**src/rtl/eq_pkg.sv**
```systemverilog
// Shared constants, FSM state type and output saturation for the equalizer band scheduler.
package eq_pkg;

    localparam int N_BAND    = 5;
    localparam int DW        = 16;
    localparam int GAIN_FRAC = 12;
    localparam int GW        = 16;
    localparam int PROD_W    = 32;
    localparam int ACC_W     = PROD_W + 3;

    localparam logic [GW-1:0] UNITY_GAIN = 16'h1000;

    typedef enum logic [2:0] {
        ST_IDLE,
        ST_ISSUE,
        ST_WAIT,
        ST_ACC,
        ST_OUT
    } state_t;

    localparam logic signed [ACC_W-1:0] SAT_MAX = {{(ACC_W-DW+1){1'b0}}, {(DW-1){1'b1}}};
    localparam logic signed [ACC_W-1:0] SAT_MIN = {{(ACC_W-DW+1){1'b1}}, {(DW-1){1'b0}}};

    // Clamp a wide signed value into the signed DW-bit output range.
    function automatic logic [DW-1:0] sat_dw(input logic signed [ACC_W-1:0] v);
        if (v > SAT_MAX) begin
            return {1'b0, {(DW-1){1'b1}}};
        end else if (v < SAT_MIN) begin
            return {1'b1, {(DW-1){1'b0}}};
        end else begin
            return v[DW-1:0];
        end
    endfunction

endpackage

```
**src/rtl/eq_gain_bank.sv**
```systemverilog
// Per-band gain registers: host writes land in shadows, which are copied
// to the active set on commit so a sample always sees one consistent gain set.
module eq_gain_bank #(
    parameter int N_BAND = 5
) (
    input  logic                   clk,
    input  logic                   rst,
    input  logic                   gain_we,
    input  logic [2:0]             gain_addr,
    input  logic [15:0]            gain_wdata,
    input  logic                   commit,
    output logic [N_BAND-1:0][15:0] gain_active
);
    import eq_pkg::*;

    logic [N_BAND-1:0][15:0] gain_shadow;

    // Shadow write decode and shadow-to-active commit; a same-cycle write misses the commit.
    always_ff @(posedge clk or posedge rst) begin
        if (rst) begin
            gain_shadow <= {N_BAND{UNITY_GAIN}};
            gain_active <= {N_BAND{UNITY_GAIN}};
        end else begin
            if (gain_we && (32'(gain_addr) < N_BAND)) begin
                gain_shadow[gain_addr] <= gain_wdata;
            end
            if (commit) begin
                gain_active <= gain_shadow;
            end
        end
    end

endmodule

```
**src/rtl/eq_band_scheduler.sv**
```systemverilog
// Time-multiplexes one FIR engine over the equalizer bands, applies
// per-band gains and emits one saturated equalized sample per input.
module eq_band_scheduler #(
    parameter int N_BAND    = 5,
    parameter int DW        = 16,
    parameter int GAIN_FRAC = 12
) (
    input  logic              clk,
    input  logic              rst,
    input  logic              new_data,
    input  logic [DW-1:0]     x_in,
    input  logic [N_BAND-1:0] band_mask,
    input  logic              gain_we,
    input  logic [2:0]        gain_addr,
    input  logic [15:0]       gain_wdata,
    input  logic              ovr_clr,
    output logic              eng_start,
    output logic [2:0]        eng_band,
    output logic [DW-1:0]     eng_x,
    input  logic              eng_done,
    input  logic [DW-1:0]     eng_y,
    output logic [DW-1:0]     y_out,
    output logic              y_valid,
    output logic              busy,
    output logic              overrun
);
    import eq_pkg::*;

    state_t                    state_q, state_d;
    logic [2:0]                band_q;
    logic [N_BAND-1:0]         mask_q;
    logic signed [ACC_W-1:0]   acc_q;
    logic signed [PROD_W-1:0]  prod_q;
    logic signed [PROD_W-1:0]  prod_d;
    logic [N_BAND-1:0][15:0]   gain_active;
    logic                      accept;
    logic                      last_band;

    eq_gain_bank #(
        .N_BAND (N_BAND)
    ) u_gain_bank (
        .clk         (clk),
        .rst         (rst),
        .gain_we     (gain_we),
        .gain_addr   (gain_addr),
        .gain_wdata  (gain_wdata),
        .commit      (accept),
        .gain_active (gain_active)
    );

    assign last_band = (32'(band_q) == N_BAND - 1);
    assign prod_d    = $signed(eng_y) * $signed(gain_active[band_q]);
    assign eng_band  = band_q;
    assign busy      = (state_q != ST_IDLE);

    // State register.
    always_ff @(posedge clk or posedge rst) begin
        if (rst) begin
            state_q <= ST_IDLE;
        end else begin
            state_q <= state_d;
        end
    end

    // Next-state decode, sample acceptance and engine start pulse.
    always_comb begin
        state_d   = state_q;
        eng_start = 1'b0;
        accept    = 1'b0;
        case (state_q)
            ST_IDLE: begin
                if (new_data) begin
                    accept  = 1'b1;
                    state_d = ST_ISSUE;
                end
            end
            ST_ISSUE: begin
                if (!mask_q[band_q]) begin
                    state_d = last_band ? ST_OUT : ST_ISSUE;
                end else begin
                    eng_start = 1'b1;
                    state_d   = ST_WAIT;
                end
            end
            ST_WAIT: begin
                if (eng_done) begin
                    state_d = ST_ACC;
                end
            end
            ST_ACC: begin
                state_d = last_band ? ST_OUT : ST_ISSUE;
            end
            ST_OUT: begin
                state_d = ST_IDLE;
            end
            default: begin
                state_d = ST_IDLE;
            end
        endcase
    end

    // Datapath: sample latch, band counter, gain product, accumulation, output and overrun flag.
    always_ff @(posedge clk or posedge rst) begin
        if (rst) begin
            band_q  <= '0;
            mask_q  <= '0;
            acc_q   <= '0;
            prod_q  <= '0;
            eng_x   <= '0;
            y_out   <= '0;
            y_valid <= 1'b0;
            overrun <= 1'b0;
        end else begin
            y_valid <= (state_q == ST_OUT);
            case (state_q)
                ST_IDLE: begin
                    if (accept) begin
                        eng_x  <= x_in;
                        mask_q <= band_mask;
                        acc_q  <= '0;
                        band_q <= '0;
                    end
                end
                ST_ISSUE: begin
                    if (!mask_q[band_q] && !last_band) begin
                        band_q <= band_q + 3'd1;
                    end
                end
                ST_WAIT: begin
                    if (eng_done) begin
                        prod_q <= prod_d;
                    end
                end
                ST_ACC: begin
                    acc_q <= acc_q + ACC_W'(prod_q);
                    if (!last_band) begin
                        band_q <= band_q + 3'd1;
                    end
                end
                ST_OUT: begin
                    y_out <= sat_dw(acc_q >>> GAIN_FRAC);
                end
                default: begin
                end
            endcase
            // A sample arriving while busy is dropped; setting beats a simultaneous clear.
            if (new_data && (state_q != ST_IDLE)) begin
                overrun <= 1'b1;
            end else if (ovr_clr) begin
                overrun <= 1'b0;
            end
        end
    end

endmodule

```
**config.mk**
```make
export PLATFORM = sky130hd
export DESIGN_NAME = eq_band_scheduler
export DESIGN_NICKNAME = d
export VERILOG_FILES = /design/src/rtl/eq_pkg.sv /design/src/rtl/eq_gain_bank.sv /design/src/rtl/eq_band_scheduler.sv
export SDC_FILE = /design/constraint.sdc
export NUM_CORES = 1
export LEC_CHECK = 0
export CAP_MARGIN = 20
export CORE_MARGIN = 5
export CORE_UTILIZATION = 55
export DETAILED_ROUTE_END_ITERATION = 10
export PLACE_DENSITY = 0.87
export SETUP_SLACK_MARGIN = 0.15
export SLEW_MARGIN = 20
export SYNTH_ARGS = -nofsm -noshare
export SYNTH_HDL_FRONTEND = slang
export SYNTH_SLANG_ARGS = --single-unit
```
**constraint.sdc**
```tcl
create_clock -name clk -period 8.7 [get_ports clk]
set_input_delay 0.87 -clock clk [delete_from_list [all_inputs] [get_ports clk]]
set_output_delay 0.87 -clock clk [all_outputs]
set_load 0.02 [all_outputs]
```
Word level (Yosys, flattened, before mapping)
Index checks and enable logic that the tools add are counted.

Register bits after elaboration: 272. Memories: 0. Memory bits (read-only): 0. Output and inout bits: 39. Latch bits: 0. Input bits: 62. Bits in writable memories: 0.

Add/sub/neg operators: 2. Shift-type cells: 0. Equality and inequality tests: 10. $mul: 1. Order comparisons: 6. Reduce and logical (&&, ||, !) cells: 16. Mux-type cells: 26. Bitwise operators: 0. Div/mod/pow operators: 0.

Operators by type and width (count): $bwmux W80 (1); $pmux W35 S2 (1); $mux W16 (4); $bmux W16 S3 (1); $demux W16 S3 (1); $add A35 B32 Y35 (1); $mux W35 (1); $mul A16 B16 Y32 (1); $gt A23 B16 Y1 const B (1); $lt A23 B16 Y1 const B (1); $mux W3 (7); $pmux W3 S4 (1); $ne A2 B2 Y1 const B (5); $pmux W3 S3 (1); $lt A3 B4 Y1 const B (2); $reduce_and A2 Y1 (4); $mux W1 (7); $eq A3 B2 Y1 const B (2); $eq A3 B3 Y1 const B (2); $reduce_bool A3 Y1 (2); $logic_and A1 B1 Y1 (4); $reduce_and A4 Y1 (1); $reduce_bool A2 Y1 (2); $add A3 B1 Y3 const B (1); other kinds (6) (7).

Depth between registers and ports, before layout
Depth in word-level cells: 6. Depth in mapped cells: 29.

Cells and area by module
Synthesis repeated with hierarchy kept, for this count alone.

Cell total of the unflattened synthesis: 2207. Area, all modules: 22597.9 sq um.

By module, submodules not included: eq_band_scheduler (area each 16570.9 sq um, sequential area each 2802.7 sq um, times used 1, cells each 1864); eq_gain_bank (area each 6027.0 sq um, sequential area each 4016.4 sq um, times used 1, cells each 343).

Least setup slack after synthesis
OpenSTA, ideal clock, no wires.

Kind: reg-to-reg. Start point: reg band_q[0], in the netlist eng_band[0]. End point: reg prod_q[30]. Stages on the path, launching flop included: 26. Clock period less this slack: 7542 ps. Library setup time: 124 ps. Data arrival time: 7417 ps. Slack: 1158 ps. Data required time: 8576 ps. Cells stage by stage: dfrtp_1 > buf_2 > mux4_2 > a22oi_1 > clkbuf_1 > nor2b_1 > fa_1 > inv_1 > fa_1 > fa_1 > inv_1 > fa_1 > fa_1 > inv_1 > fa_1 > inv_1 > ha_1 > nand3_2 > or4_1 > o21a_1 > o21a_4 > o21ai_4 > o2111ai_2 > a21boi_2 > mux2i_1 > a21oi_1.

Longest elaborated chain between the ends: 3.

Ends and longest elaborated chain: start, declared (line eq_band_scheduler.sv:30) `logic [2:0] band_q;`; start signal, assigned (line eq_band_scheduler.sv:126) `band_q <= band_q + 3'd1;`; start signal, assigned (line eq_band_scheduler.sv:137) `band_q <= band_q + 3'd1;`; $bmux W16 S3 (line eq_band_scheduler.sv:52) `assign prod_d = $signed(eng_y) * $signed(gain_active[band_q]);`; $mux W16 (implied by the code) (line eq_band_scheduler.sv:52); $mul A16 B16 Y32 (line eq_band_scheduler.sv:52); end signal, assigned (line eq_band_scheduler.sv:131) `prod_q <= prod_d;`; end, declared (line eq_band_scheduler.sv:33) `logic signed [PROD_W-1:0] prod_q;`.

No other way between the ends. The select of a mux whose other input is x is not followed. A chain may end at the register's enable or synchronous reset.

Worst setup path in the final report
Start point: reg band_q[0], in the netlist eng_band[0]. End point: reg prod_q[31].

The elaborated chain is that of the path after synthesis.

==> key figures <==
GRT
  – Global-route wire length before repair: 86.30 mm
  – Grt met1 use: 0.2837
  – Grt ovf: 0
  – Number of global-route vias before repair: around 17000
  – Largest net degree at the start of global routing: 150
  – GRT met2 Usage: 0.4212
  – GR Util All Layers: 0.2341
  – Met3 Use GR: 0.02816
  – Initial antenna violation count: 0
  – Busiest grt layer: met2

Cells and area
  – Antenna cells: 0
  – Nets: approximately 2600
  – Non-Filler Instances: around 2800
  – P&R area growth vs syn: 11.67%
  – Final Util: 0.6171
  – Fraction of layout cells with a size suffix above 1: 0.1383

Clocking
  – CTS tree: built
  – Clock Tree Root: clkbuf_16
  – CTS H-tree lvls: 1
  – Postcts setup bufs: 0
  – Post-cts gate resize count: 0
  – CTS clk-pin slew, worst paths: approximately 0.06 ns
  – Clock sinks: between 200 and 300
  – Num CTS Buffers: 28
  – Worst-case clock buffer depth: 3
  – Hold_buf cts: 0
  – Worst-skew pair later-pin latency: between 0.5 and 0.6 ns

Worst setup path
  – RR Startpoint: eng_band[0]
  – Critical path arrival: about 8.5 ns
  – Critical path capture point type: register
  – Most frequent CP cell: fa_1
  – Startpoint types: register
  – Crit path max fanout: 16
  – Crit path kind: register to register
  – CP required: ~9.1 ns
  – Critical path, cell by cell: buf_4 -> mux4_2 -> a22o_1 -> and2_1 -> fa_1 -> fa_1 -> inv_1 -> fa_1 -> inv_1 -> fa_1 -> fa_1 -> inv_1 -> fa_1 -> inv_1 -> ha_1 -> a21oi_1 -> o21ai_0 -> nand2_1 -> o311ai_1 -> o41ai_2 -> o2111ai_1 -> a21oi_1 -> xnor2_1 -> o21ai_1
  – RR Endpoint: prod_q[31]
  – CP max stage delay: between 0.8 and 0.9 ns
  – Worst path slowest cell: fa_1
  – Worst reg-to-reg setup slack: a little under 0.6 ns
  – R2R depth: 24

Run status
  – Status: finished clean

Logic synthesis
  – Synth Area per Inst: 10.50 µm²
  – Register area share after synthesis: 0.3043
  – Cell Area, Synth: roughly 22000 µm²
  – Most used DFF post-synth: dfrtp_1
  – Post-synthesis register bit count: ~270
  – Synthesized instance count: 2134
  – Synth unique cells: slightly below 70
  – Post-synth EDFFs: 0
  – Post-synth ARST share: 1.000
  – Post-Synthesis Net Count: between 2000 and 3000
  – YS warnings: 0

Placed design
  – # placed instances: about 2700
  – Post-DP HPWL: roughly 38 mm
  – Number of port buffers: 100
  – Routability cong.: between 0.9 and 1
  – Setup WS pre-CTS: roughly 0.63 ns

STA
  – Unrepaired setup endpoints after global routing: no
  – Final max-slew violation count: 0
  – Final min period: roughly 8.1 ns
  – Worst-Margin Slew: roughly 1.1 ns
  – Max Fclk: roughly 0.12 GHz
  – Final hold vios: 0
  – Setup TNS: 0 ns
  – Slew Limit Headroom: 0.2733
  – Post-route clock period utilization: 0.9331
  – # setup viols final: 0
  – Clock Skews: about 0.027 ns
  – Fin worst setup slack: 0.5816 ns

Drt
  – Drt pass-1 iters: 7
  – Via count: about 16000
  – DRT antenna net count: 0
  – Wire per inst: around 19 µm
  – Initial DRC count: 843
  – Vias per cell: between 5 and 6
  – Drt drc: 0
  – Routed wire length: roughly 51 mm

Die
  – Die Span Y: roughly 210 µm
  – # rows: 74
  – Initial core utilization: 0.5526
  – Core box area: 40550 µm²
  – Die area: 44880 µm²
  – I/O Pins: 101
  – Die extent in x: ~210 µm

Min path
  – Worst hold endpoint: y_out[15]
  – Min-delay src: y_out[15]
  – Hold Crit Class: register to register
  – Hold path depth: 2

Flow run
  – Max-cap viol count: 0
registers in the layout, summed over array words and instances, names as in the netlist:
signal                   count
acc_q                       35
eng_band                     3
eng_x                       16
mask_q                       5
overrun                      1
prod_q                      32
state_q                      3
u_gain_bank.gain_active     80
u_gain_bank.gain_shadow     80
y_out                       16
y_valid                      1
cells by family (layout without fill, tap and decap cells):
logic type	after synthesis	in the layout	share of synthesized area
multiplexers	203	203	0.1097
adder cells (fa/ha/maj)	381	381	0.3008
flip-flops	272	272	0.3043
buffers and inverters	431	524	0.07253
AND/OR/NAND/NOR	523	523	0.1110
AO/OA/AOI/OAI	266	266	0.07900
XOR/XNOR	58	58	0.02267
placed cells by master (no fill, tap or decap), types with 4 or more instances in the layout:
cell             synthesis  routed
fa_1                   263     263
bufinv_16                0       6
a211oi_2                 4       4
a22o_1                  11      11
a21o_1                  25      25
nand4_1                  5       5
clkbuf_8                 0       4
xnor2_1                 35      35
o21a_1                   4       4
a22oi_1                  7       7
o21ai_1                  6       5
dfstp_2                 10      10
nand2b_1                24      24
nor3_1                  14      12
mux2_2                 181     181
inv_1                  350     349
o22ai_1                 29      29
xor2_1                  23      23
ha_1                   118     118
or2_2                    9       9
a31oi_1                  5       5
a21oi_1                 46      45
dfrtp_1                262     262
clkbuf_16                0      28
o31ai_1                  6       6
clkbuf_1                74       9
nor2_1                  67      66
clkdlybuf4s50_1          0     100
nor2b_1                 82      82
and2_1                  42      42
o21bai_1                13      13
o21ai_0                 67      67
nand3_1                 19      19
nand2_1                239     239
and3_1                   6       6
a211oi_1                12      12
mux2i_1                  6       6
mux4_2                  16      16
o21ai_2                  4       5
buf_4                    0      22
worst max-delay path, delay by kind of cell, from the launching register on:
family / cells / cell delay (ns)
simple gates: 2 / 0.39
mux: 1 / 0.56
flops: 1 / 0.73
buf+inv: 5 / 0.69
xor+xnor: 1 / 0.14
fa+ha+maj: 7 / 3.75
compound gates: 8 / 1.72
per-layer routing:
layer | routed length, µm | vias to the layer above | part of all wire
met5 | 0 | - | 0
met4 | 2585 | 0 | 0.050
li1 | - | 7017 | -
met2 | 26880 | 526 | 0.52
met3 | 2489 | 201 | 0.049
met1 | 19360 | 8044 | 0.38
Yosys cell counts, types with 5 or more instances:
cell | count | area, µm²
nand3_1 | 19 | 95.09
nor2b_1 | 82 | 513.0
nor3_1 | 14 | 70.07
dfrtp_1 | 262 | 6556
a22o_1 | 11 | 96.34
inv_1 | 350 | 1314
xor2_1 | 23 | 201.4
xnor2_1 | 35 | 306.5
nand2_1 | 239 | 897.1
fa_1 | 263 | 5265
mux2_2 | 181 | 2038
dfstp_2 | 10 | 262.8
mux2i_1 | 6 | 60.06
a211oi_1 | 12 | 90.09
nand4_1 | 5 | 31.28
clkbuf_1 | 74 | 277.8
or2_2 | 9 | 56.30
a31oi_1 | 5 | 31.28
a22oi_1 | 7 | 52.55
o21bai_1 | 13 | 97.59
a21oi_1 | 46 | 230.2
o21ai_0 | 67 | 335.3
o21ai_1 | 6 | 30.03
a21o_1 | 25 | 187.7
nor3b_1 | 5 | 37.54
o22ai_1 | 29 | 181.4
o31ai_1 | 6 | 45.04
and3_1 | 6 | 37.54
mux4_2 | 16 | 360.4
nand2b_1 | 24 | 150.1
and2_1 | 42 | 262.8
ha_1 | 118 | 1476
buf_2 | 6 | 30.03
nor2_1 | 67 | 251.5
cell type report:
cell class,instances,area (µm²)
fill,3037,15530
multi-input combinational,1431,14030
sequential,272,6819
inverter,351,1330
timing repair buffer,122,1166
clock buffer,41,789.5
tap,532,665.6
clock inverter,10,229.0
metrics by stage:
stage                     instance area, µm²  hold slack, ns
final                                  25030          0.4763
after global routing                   25030          0.4916
after global placement                 23990          0.4659
after detailed placement               24000          0.4624
after CTS                              25020          0.4774
after floorplan                        22410          0.4428
how the worst max path moves through the flow:
| stage | startpoint | to | slack [ns] | cells past startpoint |
|---|---|---|---|---|
| after floorplan | rst | acc_q[0] | 0.35 | 1 |
| after global placement | eng_band[0] | prod_q[31] | 0.83 | 24 |
| after detailed placement | eng_band[0] | prod_q[31] | 0.63 | 24 |
| after CTS | eng_band[0] | prod_q[31] | 0.62 | 24 |
| after global routing | eng_band[0] | prod_q[31] | 0.16 | 23 |
| final | eng_band[0] | prod_q[31] | 0.58 | 24 |
Power is not shown: default switching activity piles up to over one toggle a cycle in this logic, so the estimate is an artifact.
